File: config.mk
export PLATFORM = sky130hd
export DESIGN_NAME = if_fetch_ctrl_flat
export DESIGN_NICKNAME = d
export VERILOG_FILES = /design/src/rtl/if_fetch_ctrl_if.sv /design/src/rtl/if_fetch_ctrl.sv /design/src/flat_wrapper.sv
export SDC_FILE = /design/constraint.sdc
export NUM_CORES = 1
export LEC_CHECK = 0
export CORE_ASPECT_RATIO = 0.6
export CORE_MARGIN = 1
export CORE_UTILIZATION = 35
export CTS_CLUSTER_DIAMETER = 150
export DETAILED_ROUTE_END_ITERATION = 10
export PLACE_DENSITY = 0.71
export SETUP_SLACK_MARGIN = 0.02
export SYNTH_ARGS = -nofsm -noshare
export SYNTH_HDL_FRONTEND = slang
export SYNTH_SLANG_ARGS = --single-unit
File: constraint.sdc
create_clock -name clk -period 8.8 [get_ports clk]
set_input_delay 1.32 -clock clk [delete_from_list [all_inputs] [get_ports clk]]
set_output_delay 1.32 -clock clk [all_outputs]
set_load 0.05 [all_outputs]
File: src/rtl/if_fetch_ctrl_if.sv
// Fetch-side bundle: control inputs, synchronous ROM port and the ID valid/ready handshake.
// master = fetch controller, slave = surrounding pipeline/ROM.
interface if_fetch_ctrl_if #(parameter int ADDR_W = 10);
   logic              fetch_en;
   logic              redirect_valid;
   logic [31:0]       redirect_pc;
   logic              rom_en;
   logic [ADDR_W-1:0] rom_addr;
   logic [31:0]       rom_data;
   logic              id_valid;
   logic              id_ready;
   logic [31:0]       id_pc;
   logic [31:0]       id_instr;

   modport master (
      input  fetch_en, redirect_valid, redirect_pc, rom_data, id_ready,
      output rom_en, rom_addr, id_valid, id_pc, id_instr
   );

   modport slave (
      output fetch_en, redirect_valid, redirect_pc, rom_data, id_ready,
      input  rom_en, rom_addr, id_valid, id_pc, id_instr
   );
endinterface

File: src/rtl/if_fetch_ctrl.sv
// IF-stage fetch sequencer: owns the PC, drives a 1-cycle synchronous ROM, 1-entry hold on stall.
// Optional FETCH_PERF_CNT_EN adds accepted-fetch and stall-cycle counters.
module if_fetch_ctrl #(
   parameter logic [31:0] RESET_PC = 32'h0000_0000,
   parameter int          ADDR_W   = 10
) (
   input  logic                   clk,
   input  logic                   rst,
   if_fetch_ctrl_if.master        bus
`ifdef FETCH_PERF_CNT_EN
   ,
   output logic [31:0]            perf_fetch_cnt_o,
   output logic [31:0]            perf_stall_cnt_o
`endif
);

   typedef enum logic [1:0] {IDLE = 2'd0, RUN = 2'd1, HOLD = 2'd2} state_e;

   state_e      state_q, state_d;
   logic [31:0] pc_q, pc_d;
   logic [31:0] req_pc_q, req_pc_d;
   logic [31:0] hold_q, hold_d;
   logic [31:0] hold_pc_q, hold_pc_d;
   logic        out_vld_q, out_vld_d;

   logic [31:0] tgt_pc, issued_pc;
   logic        redir, slot_free, issue, id_vld;

   always_comb begin
      tgt_pc    = bus.redirect_pc & 32'hFFFF_FFFC;
      redir     = bus.redirect_valid & !rst;
      slot_free = !out_vld_q | bus.id_ready;
      issue     = !rst & bus.fetch_en &
                  (redir | ((state_q != HOLD) ? slot_free : bus.id_ready));
      issued_pc = redir ? tgt_pc : pc_q;
      id_vld    = out_vld_q & !redir & !rst;

      state_d   = state_q;
      pc_d      = pc_q;
      req_pc_d  = req_pc_q;
      hold_d    = hold_q;
      hold_pc_d = hold_pc_q;

      if (issue) begin
         pc_d     = issued_pc + 32'd4;
         req_pc_d = issued_pc;
      end else if (redir) begin
         pc_d = tgt_pc;
      end

      case (state_q)
         IDLE: if (issue) state_d = RUN;
         RUN: begin
            if (redir) begin
               state_d = bus.fetch_en ? RUN : IDLE;
            end else if (out_vld_q && !bus.id_ready) begin
               // ROM output is only good for one cycle; park it before it is lost
               hold_d    = bus.rom_data;
               hold_pc_d = req_pc_q;
               state_d   = HOLD;
            end else if (!bus.fetch_en) begin
               state_d = IDLE;
            end
         end
         HOLD: if (redir || bus.id_ready) state_d = bus.fetch_en ? RUN : IDLE;
         default: state_d = IDLE;
      endcase

      // a held instruction stays presented until accepted or squashed
      out_vld_d = issue | (state_d == HOLD);
   end

   always_ff @(posedge clk) begin
      if (rst) begin
         state_q   <= IDLE;
         pc_q      <= RESET_PC;
         req_pc_q  <= RESET_PC;
         hold_q    <= 32'd0;
         hold_pc_q <= RESET_PC;
         out_vld_q <= 1'b0;
      end else begin
         state_q   <= state_d;
         pc_q      <= pc_d;
         req_pc_q  <= req_pc_d;
         hold_q    <= hold_d;
         hold_pc_q <= hold_pc_d;
         out_vld_q <= out_vld_d;
      end
   end

   assign bus.rom_en   = issue;
   assign bus.rom_addr = issued_pc[ADDR_W+1:2];
   assign bus.id_valid = id_vld;
   assign bus.id_pc    = (state_q == HOLD) ? hold_pc_q : req_pc_q;
   assign bus.id_instr = (state_q == HOLD) ? hold_q : (out_vld_q ? bus.rom_data : 32'd0);

`ifdef FETCH_PERF_CNT_EN
   logic [31:0] perf_fetch_q, perf_stall_q;

   always_ff @(posedge clk) begin
      if (rst) begin
         perf_fetch_q <= 32'd0;
         perf_stall_q <= 32'd0;
      end else begin
         if (id_vld && bus.id_ready)  perf_fetch_q <= perf_fetch_q + 32'd1;
         if (id_vld && !bus.id_ready) perf_stall_q <= perf_stall_q + 32'd1;
      end
   end

   assign perf_fetch_cnt_o = perf_fetch_q;
   assign perf_stall_cnt_o = perf_stall_q;
`endif

endmodule

File: src/flat_wrapper.sv
// flat-port wrapper written by rule: the top's interface ports become plain ports
module if_fetch_ctrl_flat 
#(
   parameter logic [31:0] RESET_PC = 32'h0000_0000,
   parameter int          ADDR_W   = 10
)
  (clk, rst, bus_fetch_en, bus_redirect_valid, bus_redirect_pc, bus_rom_data, bus_id_ready, bus_rom_en, bus_rom_addr, bus_id_valid, bus_id_pc, bus_id_instr);
  if_fetch_ctrl_if #(.ADDR_W(ADDR_W)) bus_i ();
  input  logic clk;
  input  logic rst;
  input wire logic [$bits(bus_i.fetch_en)-1:0] bus_fetch_en;
  input wire logic [$bits(bus_i.redirect_valid)-1:0] bus_redirect_valid;
  input wire logic [$bits(bus_i.redirect_pc)-1:0] bus_redirect_pc;
  input wire logic [$bits(bus_i.rom_data)-1:0] bus_rom_data;
  input wire logic [$bits(bus_i.id_ready)-1:0] bus_id_ready;
  output wire logic [$bits(bus_i.rom_en)-1:0] bus_rom_en;
  output wire logic [$bits(bus_i.rom_addr)-1:0] bus_rom_addr;
  output wire logic [$bits(bus_i.id_valid)-1:0] bus_id_valid;
  output wire logic [$bits(bus_i.id_pc)-1:0] bus_id_pc;
  output wire logic [$bits(bus_i.id_instr)-1:0] bus_id_instr;
  assign bus_i.fetch_en = bus_fetch_en;
  assign bus_i.redirect_valid = bus_redirect_valid;
  assign bus_i.redirect_pc = bus_redirect_pc;
  assign bus_i.rom_data = bus_rom_data;
  assign bus_i.id_ready = bus_id_ready;
  assign bus_rom_en = bus_i.rom_en;
  assign bus_rom_addr = bus_i.rom_addr;
  assign bus_id_valid = bus_i.id_valid;
  assign bus_id_pc = bus_i.id_pc;
  assign bus_id_instr = bus_i.id_instr;
  if_fetch_ctrl #(.RESET_PC(RESET_PC), .ADDR_W(ADDR_W)) u_core (.clk(clk), .rst(rst), .bus(bus_i));
endmodule
# --- After elaboration in Yosys (flattened, before gate mapping) ---
# Index checks and enable logic that the tools add are counted.
word_totals:
  register_bits: 131
  wordCells: 41
classes:
  n_eq_ne: 4
  n_mux: 13
  add_sub_neg: 1
  bitwise: 9
  reduce_logical: 8
ops:
  columns: ["cell", "count"]
  rows:
  - ["$mux 32", 5]
  - ["$add 32x3->32 const B", 1]
  - ["$mux 2", 5]
  - ["$pmux 2 s3", 1]
  - ["$and 1x1->1", 5]
  - ["$eq 2x2->1 const B", 2]
  - ["$logic_not 1->1", 4]
  - ["$or 1x1->1", 3]
  - ["$reduce_and 3->1", 1]
  - ["$eq 2x1->1 const B", 1]
  - ["$logic_not 2->1", 1]
  - ["$mux 1", 2]
  - ["$ne 2x2->1 const B", 1]
  - ["$logic_and 1x1->1", 1]
  - ["$logic_or 1x1->1", 1]
  - ["$not 1->1", 1]

# --- Logic depth before layout (Yosys ltp) ---
# Gate-level depths: netlist of run 1.
logic_depth:
  word_depth: 9
  ltp_mapped: 14
  mapped_depth_nobuf: 9

# --- Worst setup path after synthesis of run 1 ---
# Ideal clock, no wire load.
synth_path:
  path_type: "in2out"
  start: "in rst"
  end: "out bus_id_valid"
  setup_slack_ns: 4.512
  arrival_ns: 2.968
  path_stages: 4
  n_path_buf: 3
  cell_sequence: "clkbuf_1 -> buf_2 -> clkbuf_1 -> nor3_1"
synth_between:
  elab_chain_cells: 5
synth_lines:
  columns: ["element", "line_no", "text"]
  rows:
  - ["start, declared", "flat_wrapper.sv:10", "input logic rst;"]
  - ["$logic_not 1->1 *", "if_fetch_ctrl.sv:31, if_fetch_ctrl.sv:36", null]
  - ["$and 1x1->1", "if_fetch_ctrl.sv:31", "redir = bus.redirect_valid & !rst;"]
  - ["$logic_not 1->1", "if_fetch_ctrl.sv:36", "id_vld = out_vld_q & !redir & !rst;"]
  - ["$and 1x1->1", "if_fetch_ctrl.sv:36", null]
  - ["$and 1x1->1 *", "if_fetch_ctrl.sv:36", null]
  - ["end, declared", "flat_wrapper.sv:18", "output wire logic [$bits(bus_i.id_valid)-1:0] bus_id_valid;"]
# Every way passes the cells marked *; elsewhere a longest branch is shown, timed or not.

# --- Final worst setup path of run 1 ---
layout_path:
  start: "in bus_redirect_valid"
  end: "out bus_rom_en"
layout_between:
  elab_chain_cells: 3
layout_lines:
  columns: ["element", "line_no", "text"]
  rows:
  - ["start, declared", "flat_wrapper.sv:12", "input wire logic [$bits(bus_i.redirect_valid)-1:0] bus_redirect_valid;"]
  - ["$and 1x1->1", "if_fetch_ctrl.sv:31", null]
  - ["$or 1x1->1", "if_fetch_ctrl.sv:34", "(redir | ((state_q != HOLD) ? slot_free : bus.id_ready));"]
  - ["$and 1x1->1", "if_fetch_ctrl.sv:33", "issue = !rst & bus.fetch_en &"]
  - ["end, declared", "flat_wrapper.sv:16", "output wire logic [$bits(bus_i.rom_en)-1:0] bus_rom_en;"]
# Every way passes these cells.

==> results.toml, run 1 <==
[floorplan]
io-pin-count = 145
die-height_um = 106
start_util = 0.364
row_count = 37
core_area_um2 = 17500
die_area_um2 = 18700
die_w_um = 176

[clock_tree]
path_clk_slew_ns = 0.06
ctsHoldBuffers = 0
cts_sinks = 131
clock_latency_ns = 0.42
cts_inserted_buffers = 17
post_cts_buffers = 0
cts.path.max_buffers = 2
h-tree-depth = 4
cts_tree = "yes"
cts_root_buf = "clkbuf_16"
ctsResizeCount = 0

[logic_synthesis]
ys_seq_area_frac = 0.413
synth-edff-count = 0
synth_top_area_cell = "dfxtp_1"
ys_ff_latch = 131
yosysMostFrequentCell = "nand2_1"
yosysTopAreaCellShare = 0.413
ys.warnings.count = 0
async_flop_share = 0
synthFlopType = "dfxtp_1"
yosysUniqueCellTypes = 46
netlist_instances = 885
netlist_top_cells_area = "dfxtp_1 41%, nand2_1 20%, a21oi_1 5.4%"
synth_area_um2 = 6350
synth_area_per_cell_um2 = 7.18
synth_commonest_cells = "338 x nand2_1, 131 x dfxtp_1, 69 x a21oi_1"
syn_nets = 955

[timing]
worstMarginPinSlew_ns = 1.00
setup_violations = 0
max_freq_mhz = 182
clock_skew_ns = 0.0128
final_max_slew_viol_count = 0
fin_crit_sh = 0.624
fin_tns_setup_ns = 0
max-slew-margin-rel = 0.332
rsz0062_at_grt = "false"
finalHoldViolations = 0
period_needed_ns = 5.49

[grt]
antenna_found_initial = 1
grt_first_pass_wirelength_um = 29500
grt_usage = 0.201
grt_max_degree = 65
grt_pass1_vias = 5397
overflow = 0

[detailed_routing]
vias = 6223
drc_errors = 0
drtIter0Drc = 503
wl_um = 18600
routedWlPerCell_um = 15.1
viasPerCell = 5.05
dr.pass1.iters = 5
detail-route-antenna-nets = 0

[job]
maxCapViolations = 0

[power]
p_leak_nw = 3.28
p_switching_mw = 0.481
switching_share = 0.296
p_int_mw = 1.15
comb_power_share = 0.167
total_power_mw = 1.63
clockPowerShare = 0.446
ir_drop_v = 0.000128
powerDensity_nw_per_um2 = 193
seqPwrFrac = 0.387

[placement]
gp_congestion = 0.836
port_buffers = 142
hpwl_um = 12300

[status]
status = "finished clean"

[critical_path]
end_kind = "primary output"
cp.required_ns = 7.48
cp.arrival_ns = 4.17
path_class = "input pin to primary output"
cp_max_fo = 15
r2r_start = "u_core.state_q[0]"
start_kind = "input pin"
setup.worst_path.start = "bus_redirect_valid"

[layout]
fin_util = 0.483
multi_input_area_um2 = 3390
seq_area_um2 = 2620
num-fill-cells = 1700
fin_nets = 1054
drive_gt1_frac = 0.0612
syn2layout_area_growth_pct = 32.7

[min_path]
worstHoldStart = "u_core.hold_q[11]"
hp-class = "flip-flop to flip-flop"
[layout by cell type, fill, tap and decap left out, types with 17 or more instances in the layout]
master | netlist | routed
a211oi_1 | 23 | 23
a21oi_1 | 69 | 69
clkbuf_16 | 0 | 17
clkdlybuf4s50_1 | 0 | 141
dfxtp_1 | 131 | 131
mux2i_1 | 29 | 29
nand2_1 | 338 | 338
nand3_1 | 35 | 35
nor2_1 | 66 | 66
nor3_1 | 26 | 26
[routing by layer]
layer | part of all wire | global-route usage
met1 | 0.50 | 0.309
met2 | 0.41 | 0.276
met3 | 0.079 | 0.0404
met4 | 0.0051 | 0.0547
met5 | 0 | 0
[final timing paths]
kind	endpoint	slack [ns]	cells past startpoint
setup / recovery	bus_rom_en	3.31	6
hold / removal	u_core.hold_q[11]	0.45	2
setup reg to reg	u_core.pc_q[5]	6.40	6
hold reg to reg	u_core.hold_q[11]	0.45	2
[cell type report]
class | count | area share
inverters | 7 | 0.00326
repair buffers | 152 | 0.177
multi-input cells | 675 | 0.402
well taps | 234 | 0.0347
clock inverters | 14 | 0.0197
diodes | 1 | 0.000297
clock buffers | 18 | 0.0521
flip-flops and latches | 131 | 0.311
[stage by stage]
step                      std cells  setup WS (ns)  hold slack [ns]  instance area [µm²]
final                          1232           3.31            0.453                 8440
after global routing           1231           3.13            0.466                 8430
after CTS                      1231           3.27            0.454                 8430
after detailed placement       1199           3.29            0.446                 7830
after global placement         1199           3.34            0.442                 7830
after floorplan                 885           4.51            0.430                 6350
[registers in the layout, summed over array words and instances, names as in the netlist]
register	cells
u_core.out_vld_q	1
u_core.pc_q	32
u_core.hold_pc_q	32
u_core.req_pc_q	32
u_core.hold_q	32
u_core.state_q	2
[critical path: stages]
cell and delay, ns:
clkdlybuf4s50_1 0.73, and2b_1 0.21, a211o_1 0.23, nand2_1 0.43
nor2_1 0.37, clkdlybuf4s50_1 0.86
[power by group through the flow]
stage,clock (mW),sequential (mW),combinational (mW)
finish,0.727,0.629,0.272
global route,0.769,0.632,0.289
CTS,0.738,0.629,0.272
detailed placement,0,0.642,0.270
global placement,0,0.641,0.269
floorplan,0,0.637,0.175
[cells by family after synthesis]
group / share of synthesized area
AO/OA/AOI/OAI: 0.102
XOR/XNOR: 0.0248
adder cells (fa/ha/maj): 0.00197
buffers and inverters: 0.0571
flip-flops: 0.413
multiplexers: 0.0571
AND/OR/NAND/NOR: 0.344
Note: power is estimated with default switching activity, not from simulation.
==> inputs of run 2 (changes only) <==
==> constraint.sdc (replaced) <==
create_clock -name clk -period 5.4 [get_ports clk]
set_input_delay 0.81 -clock clk [delete_from_list [all_inputs] [get_ports clk]]
set_output_delay 0.81 -clock clk [all_outputs]
set_load 0.05 [all_outputs]
==> run 2 against run 1 <==
Against the previous run: sequential power up 64%; count of clock-buffer cells in the layout decreased by 1; register-to-register slack worse by 4.2 ns; clock power up 73%; worst hold slack worse by 0.00058 ns; final cell count is 0.24% higher; via count up 0.74%; combinational power increased by 64%; critical path type unchanged; highest routed layer unchanged.
==> results.toml, run 2 (synthesis gave the netlist of run 1 again) <==
[status]
status = "finished clean"

[grt]
grt_usage = 0.201
grt_pass1_vias = 5593
grt_max_degree = 97
antenna_found_initial = 0
overflow = 0
grt_first_pass_wirelength_um = 29700

[critical_path]
cp_max_fo = 16
cp.arrival_ns = 3.54
r2r_cells = 6
end_kind = "primary output"
cp.required_ns = 4.59
start_kind = "input pin"
path_class = "input pin to primary output"

[clock_tree]
post_cts_buffers = 0
path_clk_slew_ns = 0.06
clock_latency_ns = 0.41
ctsHoldBuffers = 0
cts_inserted_buffers = 17
cts_tree = "yes"
cts_root_buf = "clkbuf_16"
cts_sinks = 131
ctsResizeCount = 0
cts.path.max_buffers = 2
h-tree-depth = 4

[detailed_routing]
top_layer = "met4"
wl_um = 18600
dr.pass1.iters = 5
vias = 6269
detail-route-antenna-nets = 0
drc_errors = 0
drtIter0Drc = 744
viasPerCell = 5.08
dr_wl_met3_um = 1110
drt-met1-wl_um = 9650
routedWlPerCell_um = 15.1
wl_met2_um = 7690

[timing]
max-slew-margin-rel = 0.291
finalHoldViolations = 0
max_freq_mhz = 230
clock_skew_ns = 0.0121
final_max_slew_viol_count = 0
worstMarginPinSlew_ns = 1.06
fin_crit_sh = 0.805
rsz0062_at_grt = "false"
fin_tns_setup_ns = 0
setup_violations = 0
period_needed_ns = 4.35

[floorplan]
start_util = 0.364
die-height_um = 106
core_area_um2 = 17500
die_w_um = 176
io-pin-count = 145
row_count = 37
die_area_um2 = 18700

[placement]
post-place-cells = 1203
port_buffers = 142
gp_congestion = 0.833
hpwl_um = 12600

[min_path]
hp-class = "flip-flop to flip-flop"
hold_depth = 2

[job]
maxCapViolations = 0

[power]
clockPowerShare = 0.460
p_int_mw = 1.95
comb_power_share = 0.164
p_switching_mw = 0.776
ir_drop_v = 0.000200
switching_share = 0.285
powerDensity_nw_per_um2 = 321
p_leak_nw = 3.32
seqPwrFrac = 0.376

[layout]
final_common_cell = "nand2_1"
drive_gt1_frac = 0.0669
fin_nets = 1058
final_cell_mix = "338 x nand2_1, 139 x clkdlybuf4s50_1, 131 x dfxtp_1, 69 x a21oi_1, 66 x nor2_1"
num_antenna_cells = 0
final_cells = 1235
syn2layout_area_growth_pct = 33.9
==> run 2: area by class of cell <==
class / instances / area (µm²)
inverters: 7 / 27.5
multi-input cells: 675 / 3390
repair buffers: 156 / 1530
fillers: 1703 / 8950
well taps: 234 / 293
flip-flops and latches: 131 / 2620
clock buffers: 17 / 425
clock inverters: 15 / 216
==> run 2: layer usage <==
metal,GRT usage,vias up
li1,-,3127
met1,0.304,2917
met2,0.281,208
met3,0.0469,17
met4,0.0509,0
met5,0,-
==> run 2: path summary, 6_finish.rpt <==
kind	start	end	slack [ns]
worst max-delay path	bus_redirect_valid	bus_rom_addr[2]	1.05
worst min-delay path	u_core.hold_pc_q[30]	u_core.hold_pc_q[30]	0.45
worst max register to register	u_core.state_q[0]	u_core.pc_q[31]	2.16
worst min register to register	u_core.hold_pc_q[30]	u_core.hold_pc_q[30]	0.45
==> run 2: through the flow <==
| stage | hold WS, ns | util | setup WS (ns) | area [µm²] | total power [mW] |
|---|---|---|---|---|---|
| 6_report | 0.453 | 0.487 | 1.05 | 8510 | 2.73 |
| 5_1_grt | 0.469 | 0.487 | 0.920 | 8510 | 2.83 |
| 4_1_cts | 0.456 | 0.487 | 1.07 | 8510 | 2.75 |
| 3_5_place_dp | 0.446 | 0.451 | 1.03 | 7870 | 1.49 |
| 3_3_place_gp | 0.442 | 0.451 | 1.09 | 7870 | 1.49 |
| 2_1_floorplan | 0.430 | - | 1.99 | 6350 | 1.32 |
==> run 2: power groups by stage <==
stage	logic, mW	registers, mW	clock network (mW)
5_1_grt	0.474	1.03	1.32
3_5_place_dp	0.444	1.05	0
4_1_cts	0.446	1.02	1.28
2_1_floorplan	0.285	1.04	0
3_3_place_gp	0.440	1.05	0
6_report	0.446	1.03	1.26
==> run 2: worst max-delay path, cell delays in order <==
cell             delay [ns]
clkdlybuf4s50_1        0.76
and2b_1                0.35
buf_4                  0.32
mux2i_2                0.39
clkinv_2               0.17
clkdlybuf4s50_1        0.73
==> inputs of run 3 (changes only) <==
--- a/config.mk
+++ b/config.mk
@@ -10,7 +10,7 @@
 export CORE_UTILIZATION = 35
 export CTS_CLUSTER_DIAMETER = 150
 export DETAILED_ROUTE_END_ITERATION = 10
-export PLACE_DENSITY = 0.71
+export PLACE_DENSITY = 0.73
 export SETUP_SLACK_MARGIN = 0.02
 export SYNTH_ARGS = -nofsm -noshare
 export SYNTH_HDL_FRONTEND = slang
==> constraint.sdc (replaced) <==
create_clock -name clk -period 3.8 [get_ports clk]
set_input_delay 0.57 -clock clk [delete_from_list [all_inputs] [get_ports clk]]
set_output_delay 0.57 -clock clk [all_outputs]
set_load 0.05 [all_outputs]
==> run 3 against run 2 <==
Against the previous run: final cell count rose by 0.24%; clock skew fell by 0.0034 ns; via count fell by 0.43%; combinational power rose by 47%; non-clock buffer count rose by 3; highest routed layer unchanged; wire length rose by 0.78%; first-iteration DRC count fell by 29%; power rose by 38%; count of clock-buffer cells in the layout rose by 1; sequential power rose by 42%; worst setup slack got worse by 0.63 ns.
==> results.toml, run 3 (synthesis gave the netlist of run 1 again) <==
[grt]
overflow = 0
grt_pass1_vias = 5589
grt_max_degree = 72
grt_usage = 0.201
grt_first_pass_wirelength_um = 29600
antenna_found_initial = 0

[min_path]
hp-class = "flip-flop to flip-flop"
worstHoldStart = "u_core.hold_q[16]"

[critical_path]
start_kind = "flip-flop"
cpPeakStageDelay_ns = 0.82
path_class = "flip-flop to primary output"
r2r_start = "u_core.state_q[0]"
endpoint = "bus_id_pc[30]"
r2r_cells = 7
cp_max_fo = 41
setup.worst_path.start = "u_core.state_q[0]"
path_common_cell = "nand2_1"
end_kind = "primary output"
r2r_end = "u_core.pc_q[31]"
slowest_stage = "clkdlybuf4s50_1"
r2r_setup_slack_ns = 1.03
cp.arrival_ns = 2.81
cp_cell_sequence = "nand2b_2 > buf_12 > nand2_1 > nand2_1 > clkdlybuf4s50_1"
cp.required_ns = 3.23

[floorplan]
die_area_um2 = 18700
io-pin-count = 145
start_util = 0.364
row_count = 37
core_area_um2 = 17500
die-height_um = 106
die_w_um = 176

[timing]
period_needed_ns = 3.38
fin_tns_setup_ns = 0
finalHoldViolations = 0
max_freq_mhz = 296
worstMarginPinSlew_ns = 0.786
final_max_slew_viol_count = 0
max-slew-margin-rel = 0.476
rsz0062_at_grt = "false"
fin_crit_sh = 0.889
clock_skew_ns = 0.00875
setup_violations = 0

[detailed_routing]
viasPerCell = 5.04
vias = 6242
detail-route-antenna-nets = 0
drtIter0Drc = 526
routedWlPerCell_um = 15.1
dr.pass1.iters = 5
drc_errors = 0
wl_um = 18800

[power]
seqPwrFrac = 0.388
p_switching_mw = 1.11
p_int_mw = 2.65
powerDensity_nw_per_um2 = 437
comb_power_share = 0.174
switching_share = 0.295
p_leak_nw = 3.35
total_power_mw = 3.76
clockPowerShare = 0.437
ir_drop_v = 0.000336

[placement]
port_buffers = 142
post-place-cells = 1206
gp_congestion = 0.843
hpwl_um = 12800

[clock_tree]
cts_inserted_buffers = 17
clock_latency_ns = 0.41
ctsHoldBuffers = 0
cts.path.max_buffers = 2
ctsResizeCount = 0
cts_tree = "yes"
cts_root_buf = "clkbuf_16"
h-tree-depth = 4
path_clk_slew_ns = 0.06
cts_sinks = 131
post_cts_buffers = 0

[layout]
final_cell_mix = "338 x nand2_1, 131 x dfxtp_1, 130 x clkdlybuf4s50_1, 69 x a21oi_1, 66 x nor2_1"
fin_nets = 1061
drive_gt1_frac = 0.0777
final_cells = 1238
syn2layout_area_growth_pct = 35.1
final_common_cell = "nand2_1"
num_antenna_cells = 0

[job]
maxCapViolations = 0

[status]
status = "finished clean"
## run 3: cell types whose count changed in the layout (fill, tap and decap cells not counted), moves of 2 or more
cell | previous run | this run
clkinvlp_4 | 2 | 4
bufinv_16 | 4 | 2
clkdlybuf4s50_1 | 139 | 130
buf_12 | 1 | 12
clkinv_2 | 1 | 3
inv_6 | 6 | 3
## run 3: critical path: cells and delay by family, from the launching register on
kind	cells	cell delay (ns)
buf+inv	2	1.13
simple gates	3	0.79
flops	1	0.47
## run 3: layout make-up
class | instances | area [µm²]
clock inverters | 14 | 155
clock buffers | 18 | 429
well taps | 234 | 293
flip-flops and latches | 131 | 2620
inverters | 7 | 27.5
fillers | 1651 | 8870
repair buffers | 159 | 1670
multi-input cells | 675 | 3390
## run 3: per-layer routing
metal	global-route usage	routed length (µm)	vias up
met2	0.279	7670	197
met3	0.0454	1080	13
met4	0.0447	205	0
met5	0	0	-
met1	0.308	9800	2909
li1	-	-	3123
## run 3: power by group through the flow
stage / sequential (mW) / combinational, mW / clock [mW]
floorplan: 1.47 / 0.405 / 0
global placement: 1.49 / 0.646 / 0
detailed placement: 1.49 / 0.651 / 0
CTS: 1.46 / 0.654 / 1.66
global route: 1.46 / 0.692 / 1.73
finish: 1.46 / 0.654 / 1.64
## run 3: per-stage QoR
stage	util	instance area [µm²]	hold slack, ns	worst slack (ns)
after floorplan	-	6350	0.430	0.633
after global placement	0.459	8000	0.442	0.423
after detailed placement	0.459	8000	0.447	0.355
after CTS	0.492	8590	0.455	0.427
after global routing	0.492	8590	0.470	0.270
final	0.492	8590	0.454	0.423
## run 3: worst min path at each step
stage	depth (start not counted)	to
finish	2	u_core.hold_q[16]
global route	2	u_core.hold_pc_q[6]
CTS	2	u_core.hold_q[12]
detailed placement	2	u_core.hold_q[12]
global placement	2	u_core.hold_q[3]
floorplan	1	u_core.pc_q[0]
